[src/rtl/imm_encoder.sv]
// -----------------------------------------------------------------------------
// imm_encoder
//
// Packs a signed immediate into a 32-bit RV32 instruction word for the I, S and
// B formats. This is the inverse of the immGen decoder. Every word is
// range-checked and tagged with a sequential byte address for the
// instruction-memory loader.
//
// The block is a two-stage valid/ready pipeline:
//   stage 1 : registered fmt / base / imm plus the range-error flag
//   stage 2 : registered encoded word (out_instr / out_err); out_addr is
//             the live address counter tagged onto this word
//
// A word presented with in_valid&in_ready is captured into stage 1 at that
// clock edge. It moves into stage 2 at the next edge and is then visible on
// out_valid. The pipeline can sustain one word per cycle.
//
// Parameters
//   ADDR_W     width of out_addr (byte address, wraps modulo 2^ADDR_W)
//   ERR_W      width of the saturating err_cnt
//   BASE_ADDR  out_addr value after reset/clr (multiple of 4)
//
// Ports
//   clk        rising-edge clock
//   rst_n      asynchronous active-low reset
//   clr        synchronous clear of address and error counters
//   in_valid   input word valid
//   in_ready   block can accept input this cycle
//   in_fmt     00 I, 01 S, 10 B, 11 reserved
//   in_base    instruction with opcode/rd/rs/funct; immediate bits ignored
//   in_imm     signed immediate (two's complement)
//   out_valid  encoded word valid
//   out_ready  consumer accepts word
//   out_instr  encoded instruction
//   out_addr   byte address of out_instr
//   out_err    immediate out of range / misaligned / reserved fmt
//   err_cnt    saturating count of delivered words with out_err=1
// -----------------------------------------------------------------------------
module imm_encoder #(
    parameter int unsigned       ADDR_W    = 10,
    parameter int unsigned       ERR_W     = 8,
    parameter logic [ADDR_W-1:0] BASE_ADDR = '0
) (
    input  logic              clk,
    input  logic              rst_n,
    input  logic              clr,
    input  logic              in_valid,
    output logic              in_ready,
    input  logic [1:0]        in_fmt,
    input  logic [31:0]       in_base,
    input  logic [31:0]       in_imm,
    output logic              out_valid,
    input  logic              out_ready,
    output logic [31:0]       out_instr,
    output logic [ADDR_W-1:0] out_addr,
    output logic              out_err,
    output logic [ERR_W-1:0]  err_cnt
);

    typedef enum logic [1:0] {
        FMT_I   = 2'b00,
        FMT_S   = 2'b01,
        FMT_B   = 2'b10,
        FMT_RSV = 2'b11
    } fmt_e;

    // Stage 1
    logic              s1_valid_q;
    fmt_e              s1_fmt_q;
    logic [31:0]       s1_base_q;
    logic [12:0]       s1_imm_q;    // only imm[12:0] reaches any encoding
    logic              s1_err_q;

    // Stage 2
    logic              out_valid_q;
    logic [31:0]       out_instr_q;
    logic              out_err_q;

    // Counters
    logic [ADDR_W-1:0] addr_q, addr_d;
    logic [ERR_W-1:0]  err_cnt_q, err_cnt_d;

    // Handshake / datapath nets
    fmt_e              in_fmt_e;
    logic              fits_12b;
    logic              fits_13b;
    logic              in_err;
    logic [31:0]       enc_instr;
    logic              s2_accept;
    logic              s1_advance;
    logic              in_fire;
    logic              out_fire;

    assign in_fmt_e   = fmt_e'(in_fmt);

    // Stage 2 can take a word when it is empty or is emptying this cycle.
    assign s2_accept  = !out_valid_q || out_ready;
    assign s1_advance = s1_valid_q && s2_accept;
    assign in_ready   = !s1_valid_q || s2_accept;
    assign in_fire    = in_valid && in_ready;
    assign out_fire   = out_valid_q && out_ready;

    // A value fits in N signed bits when bits [31:N-1] are all equal.
    assign fits_12b = (&in_imm[31:11]) || !(|in_imm[31:11]);
    assign fits_13b = (&in_imm[31:12]) || !(|in_imm[31:12]);

    // Range check runs on the raw input, so stage 1 only needs to keep the
    // low 13 immediate bits plus the resulting flag.
    always_comb begin
        // NOTE: every always_comb output gets a default first so that no path
        // leaves it unassigned, which would otherwise infer a latch.
        in_err = 1'b1;
        case (in_fmt_e)
            FMT_I, FMT_S: in_err = !fits_12b;
            FMT_B:        in_err = !fits_13b || in_imm[0];
            default:      in_err = 1'b1;
        endcase
    end

    // Encoding: immediate fields overwrite in_base. All other bits pass through.
    always_comb begin
        enc_instr = s1_base_q;
        case (s1_fmt_q)
            FMT_I: begin
                enc_instr[31:20] = s1_imm_q[11:0];
            end
            FMT_S: begin
                enc_instr[31:25] = s1_imm_q[11:5];
                enc_instr[11:7]  = s1_imm_q[4:0];
            end
            FMT_B: begin
                enc_instr[31]    = s1_imm_q[12];
                enc_instr[7]     = s1_imm_q[11];
                enc_instr[30:25] = s1_imm_q[10:5];
                enc_instr[11:8]  = s1_imm_q[4:1];
            end
            default: begin
                enc_instr = s1_base_q;
            end
        endcase
    end

    // clr takes priority over a transfer in the same cycle. out_addr is the
    // counter itself, so a word held in stage 2 is retagged with BASE_ADDR.
    always_comb begin
        addr_d    = addr_q;
        err_cnt_d = err_cnt_q;
        if (clr) begin
            addr_d    = BASE_ADDR;
            err_cnt_d = '0;
        end else if (out_fire) begin
            addr_d = addr_q + ADDR_W'(4);
            if (out_err_q && (err_cnt_q != {ERR_W{1'b1}})) begin
                err_cnt_d = err_cnt_q + ERR_W'(1);
            end
        end
    end

    always_ff @(posedge clk or negedge rst_n) begin
        if (!rst_n) begin
            s1_valid_q  <= 1'b0;
            s1_fmt_q    <= FMT_I;
            s1_base_q   <= '0;
            s1_imm_q    <= '0;
            s1_err_q    <= 1'b0;
            out_valid_q <= 1'b0;
            out_instr_q <= '0;
            out_err_q   <= 1'b0;
            addr_q      <= BASE_ADDR;
            err_cnt_q   <= '0;
        end else begin
            // NOTE: sequential state uses non-blocking assignments so that every
            // register samples pre-edge values. For example, stage 2 reads the old
            // stage 1 contents while stage 1 loads the new input.
            if (in_fire) begin
                s1_valid_q <= 1'b1;
                s1_fmt_q   <= in_fmt_e;
                s1_base_q  <= in_base;
                s1_imm_q   <= in_imm[12:0];
                s1_err_q   <= in_err;
            end else if (s1_advance) begin
                s1_valid_q <= 1'b0;
            end

            // While stalled, stage 2 keeps its word so outputs stay stable.
            if (s2_accept) begin
                out_valid_q <= s1_valid_q;
                if (s1_valid_q) begin
                    out_instr_q <= enc_instr;
                    out_err_q   <= s1_err_q;
                end
            end

            addr_q    <= addr_d;
            err_cnt_q <= err_cnt_d;
        end
    end

    assign out_valid = out_valid_q;
    assign out_instr = out_instr_q;
    assign out_err   = out_err_q;
    assign out_addr  = addr_q;
    assign err_cnt   = err_cnt_q;

endmodule

[config.mk]
export PLATFORM = sky130hd
export DESIGN_NAME = imm_encoder
export DESIGN_NICKNAME = d
export VERILOG_FILES = /design/src/rtl/imm_encoder.sv
export SDC_FILE = /design/constraint.sdc
export NUM_CORES = 1
export LEC_CHECK = 0
export CORE_UTILIZATION = 43
export CTS_CLUSTER_DIAMETER = 50
export DETAILED_ROUTE_END_ITERATION = 16
export GPL_TIMING_DRIVEN = 0
export PLACE_DENSITY = 0.79
export SLEW_MARGIN = 10
export SYNTH_ARGS = -nofsm -noshare
export SYNTH_HDL_FRONTEND = slang
export SYNTH_SLANG_ARGS = --single-unit
export TNS_END_PERCENT = 30
[constraint.sdc]
create_clock -name clk -period 1.4 [get_ports clk]
set_input_delay 0.28 -clock clk [delete_from_list [all_inputs] [get_ports clk]]
set_output_delay 0.28 -clock clk [all_outputs]
set_load 0.01 [all_outputs]
# Yosys cells after proc, flatten, opt, wreduce, memory -nomap -nowiden
# Index checks and enable logic that the tools add are counted.
[op_classes]
reduce_logical = 28
add_sub_neg = 2
n_mux = 11
eq_ne = 5
[op_table]
columns = ["operator", "n"]
rows = [
  ["8-bit two-way mux", 3],
  ["21-bit AND reduction", 1],
  ["21-bit OR reduction", 1],
  ["10-bit two-way mux", 2],
  ["20-bit AND reduction", 1],
  ["20-bit OR reduction", 1],
  ["7-bit one-hot mux with 2 select lines", 1],
  ["10-bit by 3-bit adder with 10-bit output (second input constant)", 1],
  ["5-bit one-hot mux with 2 select lines", 1],
  ["8-bit by 1-bit adder with 8-bit output (second input constant)", 1],
  ["8-bit inequality test (second input constant)", 1],
  ["1-bit zero test", 6],
  ["2-bit nonzero test", 3],
  ["1-bit logical OR", 5],
  ["5-bit two-way mux", 1],
  ["2-bit by 1-bit == test with 1-bit output (second input constant)", 2],
  ["2-bit == test (second input constant)", 2],
  ["1-bit logical AND", 4],
  ["2-bit zero test", 2],
  ["2-bit AND reduction", 2],
  ["2-bit OR reduction", 2],
  ["1-bit two-way mux", 2],
  ["1-bit one-hot mux with 2 select lines", 1],
]
[totals]
input_bits = 71
register_bits = 101
word_cells = 56
output_inout_bits = 53

# Logic depth before layout (Yosys ltp)
# Gate-level depths: netlist (run 1).
[logic_depth]
depth_word = 6
depth_mapped = 7
ltp_nobuf = 6

# Worst setup path after synthesis (run 1)
# No wires, ideal clock.
[synth_timing]
path_kind = "reg2reg"
startpoint = "reg out_valid_q (netlist: out_valid)"
endpoint = "reg out_instr_q[14] (netlist: out_instr[14])"
stages_incl_launch_ff = 6
slack_ns = -0.144
t_arrival_ns = 1.420
required_ns = 1.275
n_path_buf = 2
synth_period_minus_slack_ns = 1.544
setup_time_ns = 0.125
cell_sequence = "dfrtp_1 -> buf_6 -> or2b_1 -> nand2_1 -> buf_2 -> mux2_2"
[synth_via]
elab_chain_cells = 3
[synth_rtl]
columns = ["element", "line", "rtl"]
rows = [
  ["start: declaration", "75", "logic out_valid_q;"],
  ["start signal: assignment", "187", "out_valid_q <= s1_valid_q;"],
  ["1-bit zero test", "97", "assign s2_accept = !out_valid_q || out_ready;"],
  ["1-bit logical OR", "97", ""],
  ["2-bit AND reduction (no line)", "-", ""],
  ["end signal: assignment", "189", "out_instr_q <= enc_instr;"],
  ["end: declaration", "76", "logic [31:0] out_instr_q;"],
]
# Every way passes these cells.
# A chain may end at the register's enable or synchronous reset.

# Worst setup path in the final report (run 1)
[layout_timing]
startpoint = "reg out_valid_q (netlist: out_valid)"
endpoint = "reg out_instr_q[17] (netlist: out_instr[17])"
# The elaborated chain is that of the path after synthesis.

==> impl_metrics.ini, run 1 <==
[outcome]
status = complete, but fails checks
violations = setup timing

[detailed_routing]
vias_per_cell = 5.23
drt_iter0_markers = 78
wl_um = 11000
wl_per_cell_um = 17.0
drc_errors = 0
num_vias = 3391
dr.pass1.iters = 4
ant_nets = 0

[pwr]
pwr-share-clk = 0.220
p_comb_frac = 0.294
power_density_nw_per_um2 = 1130
p_int_mw = 5.25
power_mw = 7.47
pwr-share-seq = 0.486
p_switching_mw = 2.23
vdd_drop_max_mv = 0.638
swShare = 0.298
p_leak_nw = 3.07

[synthesis]
yosysSeqAreaShare = 0.576
avgSynthCellArea_sq_um = 12.6
ys_types = 40
syn_area_sq_um = 4300
synth_cells = 342
ys_seq_elements = 99
yosysWarnings = 0

[timing]
slew_violations = 0
timing.fmax_ghz = 0.639
setup_viol = 47
rsz0062_at_grt = true
fin_skew_ps = 11.6
hold_slack_ps = 270
finalHoldViolCount = 0
worst_pin_slew_ps = 693
min_period_over_period = 1.12
timing.final.ws_setup_ps = -165
slew_headroom = 0.538
tns_ps = -3250
period_needed_ps = 1570

[worst_setup_path]
critPathSlowestCell = dfrtp_1
critPathArrivalTime_ps = 1810
path_class = reg -> reg
path_cells = buf_6 > or2b_1 > nand2_4 > buf_12 > buf_16 > mux2_4
crit_family = simple AND/OR/NAND/NOR gates
crit_buf_inv = 3
cp-end-kind = register
crit_path_start_kind = register
slowest_delay_ps = 370
crit_fanout = 5
crit_required_ps = 1650

[worst_hold_path]
hold_class = in -> reg

[clock_network]
cts.path.max_buffers = 2
cts_made_buffers = 9
cts.sinks = 99
htree_levels = 3
clkLatencyLatePin_ps = 350
cts_root_buffer = clkbuf_8
clk_pin_slew_worst_paths_ps = 100
cts_tree = done

[global_routing]
grt_pass1_wl_um = 16200
grt_pass1_vias = 3376
grt_overflow = 0
antenna_found_initial = 0
grt_use_total = 0.205
grt_max_degree = 54

[final_layout]
final_area_sq_um = 6640
area_delta_synth_final_pct = 54.3
drive_above_1_share = 0.355
n_antenna_cell = 0
nets = 587

[placement]
placed_cell_area_sq_um = 5780
hpwlAfterDp_um = 7080
gp_congestion = 0.843
portBuffers = 119

[floorplan]
dieArea_sq_um = 10400
die_w_um = 102
start_util = 0.442
fp.dieH_um = 102
rows = 36
io-pin-count = 124
core_sq_um = 9730

[flow_run]
cap_violations = 0
-- worst register-to-register path: cells and delay by family, from the launching register on --
family        cells  cell delay (ps)
buf+inv           3              370
flops             1              370
simple gates      2              440
mux               1              290
-- sequential cells by signal, indices dropped and copies added, names as in the netlist --
register / cells
err_cnt: 8
out_addr: 8
out_err: 1
out_instr: 32
out_valid: 1
s1_base_q: 32
s1_err_q: 1
s1_fmt_q: 2
s1_imm_q: 13
s1_valid_q: 1
-- cells in the final DEF (no fill, tap or decap), types with 3 or more instances in the layout --
cell / n
clkdlybuf4s50_1: 52
buf_4: 31
buf_12: 4
buf_6: 11
o21ai_1: 13
ha_4: 4
o21ai_0: 3
nor4_2: 3
mux2i_1: 6
nand2_1: 22
dfrtp_2: 4
o21ai_2: 5
nor4_1: 6
dlygate4sd2_1: 47
mux2_2: 39
clkbuf_16: 4
nand4_1: 6
mux2_4: 25
xnor2_1: 8
a22oi_2: 6
clkinv_2: 4
nor2b_1: 6
clkbuf_8: 9
nand2_2: 5
buf_8: 4
dfrtp_1: 95
nand3_1: 7
nor2_1: 16
dlymetal6s2s_1: 14
a21oi_1: 8
-- final timing paths --
path,from,endpoint,slack (ps),cells after the start
worst max-delay path,out_valid$_DFFE_PN0P_,out_instr[17]$_DFFE_PN0P_,-170,6
worst min-delay path,in_imm[0],s1_imm_q[0]$_DFFE_PN0P_,270,2
worst max register to register,out_valid$_DFFE_PN0P_,out_instr[17]$_DFFE_PN0P_,-170,6
worst min register to register,out_instr[29]$_DFFE_PN0P_,out_instr[29]$_DFFE_PN0P_,490,2
max in group asynchronous,rst_n,out_instr[11]$_DFFE_PN0P_,230,3
min in group asynchronous,rst_n,out_instr[3]$_DFFE_PN0P_,510,2
-- synth_stat cells (all sizes together) --
library cell  number  area share
xnor2              8       0.016
a21oi             10       0.012
nor4               9       0.013
a311oi             1      0.0061
or2b               1      0.0017
xor2               2      0.0041
or3                1      0.0015
or4b               1      0.0023
clkbuf             2      0.0017
nor3               3      0.0035
nand3b             2      0.0064
nand2             29       0.025
a21boi             1      0.0017
o21ai             21       0.024
a211oi             1      0.0017
o21a               1      0.0017
mux2i              6       0.014
a41oi              1      0.0020
conb               1     0.00087
nand4              7       0.014
a21bo              1      0.0023
nand2b             2      0.0029
buf               16       0.024
dfrtp             99        0.58
inv                4      0.0035
mux2              65        0.17
nor2              17       0.015
nand3              8      0.0093
a22oi              7       0.012
and4               1      0.0026
or2                1      0.0015
ha                 6       0.017
nor2b              6      0.0087
and3               1      0.0015
-- cell families (layout without fill, tap and decap cells) --
logic type	after synthesis	after routing	share of synthesized area
compound gates	44	44	0.0640
simple gates	89	89	0.109
flops	99	99	0.576
buf+inv	22	194	0.0291
fa+ha+maj	6	6	0.0174
other cells	1	2	0.000871
mux	71	71	0.184
xor+xnor	10	10	0.0204
-- stage by stage --
| stage | setup WS, ps | instances | util |
|---|---|---|---|
| 2_1_floorplan | -108 | 343 | - |
| 3_3_place_gp | -3850 | 595 | 0.591 |
| 3_5_place_dp | -527 | 596 | 0.594 |
| 4_1_cts | -189 | 637 | 0.648 |
| 5_1_grt | -218 | 648 | 0.682 |
| 6_report | -165 | 648 | 0.682 |
-- power by group through the flow --
stage               combinational [mW]  clock [mW]  sequential, mW
floorplan                        0.825           0            3.73
global placement                  1.90           0            3.65
detailed placement                1.95           0            3.68
CTS                               2.03        1.67            3.62
global route                      2.37        1.79            3.69
finish                            2.20        1.64            3.63
-- layer usage --
layer  part of all wire  track usage  vias to the layer above
met5                  0            0                        -
met4              0.016       0.0813                        0
met3              0.045       0.0335                       15
met2               0.53        0.358                      107
met1               0.41        0.253                     1723
li1                   -            -                     1546
-- layout make-up --
| cell class | count | area, sq um |
|---|---|---|
| multi-input cells | 222 | 2020 |
| flip-flops and latches | 99 | 2480 |
| repair buffers | 158 | 1590 |
| clock buffers | 9 | 124 |
| well taps | 133 | 166 |
| fillers | 749 | 3090 |
| clock inverters | 7 | 43.8 |
| plain buffers | 16 | 205 |
| inverters | 4 | 15.0 |
-- timing repair --
item,CTS,global route
pin swaps,7,17
hold buffers,1,0
endpoints found under the setup margin,131,87
endpoints found under the hold margin,52,0
gates resized for setup,108,74
buffers inserted,24,9
cloned,1,4
(Power assumes the default switching activity.)
==> run 2, diff against run 1 <==
Settings changed: CTS_CLUSTER_SIZE set to 10.
==> results of run 2 <==
The final DEF is identical to that of run 1; final timing and power are the same.
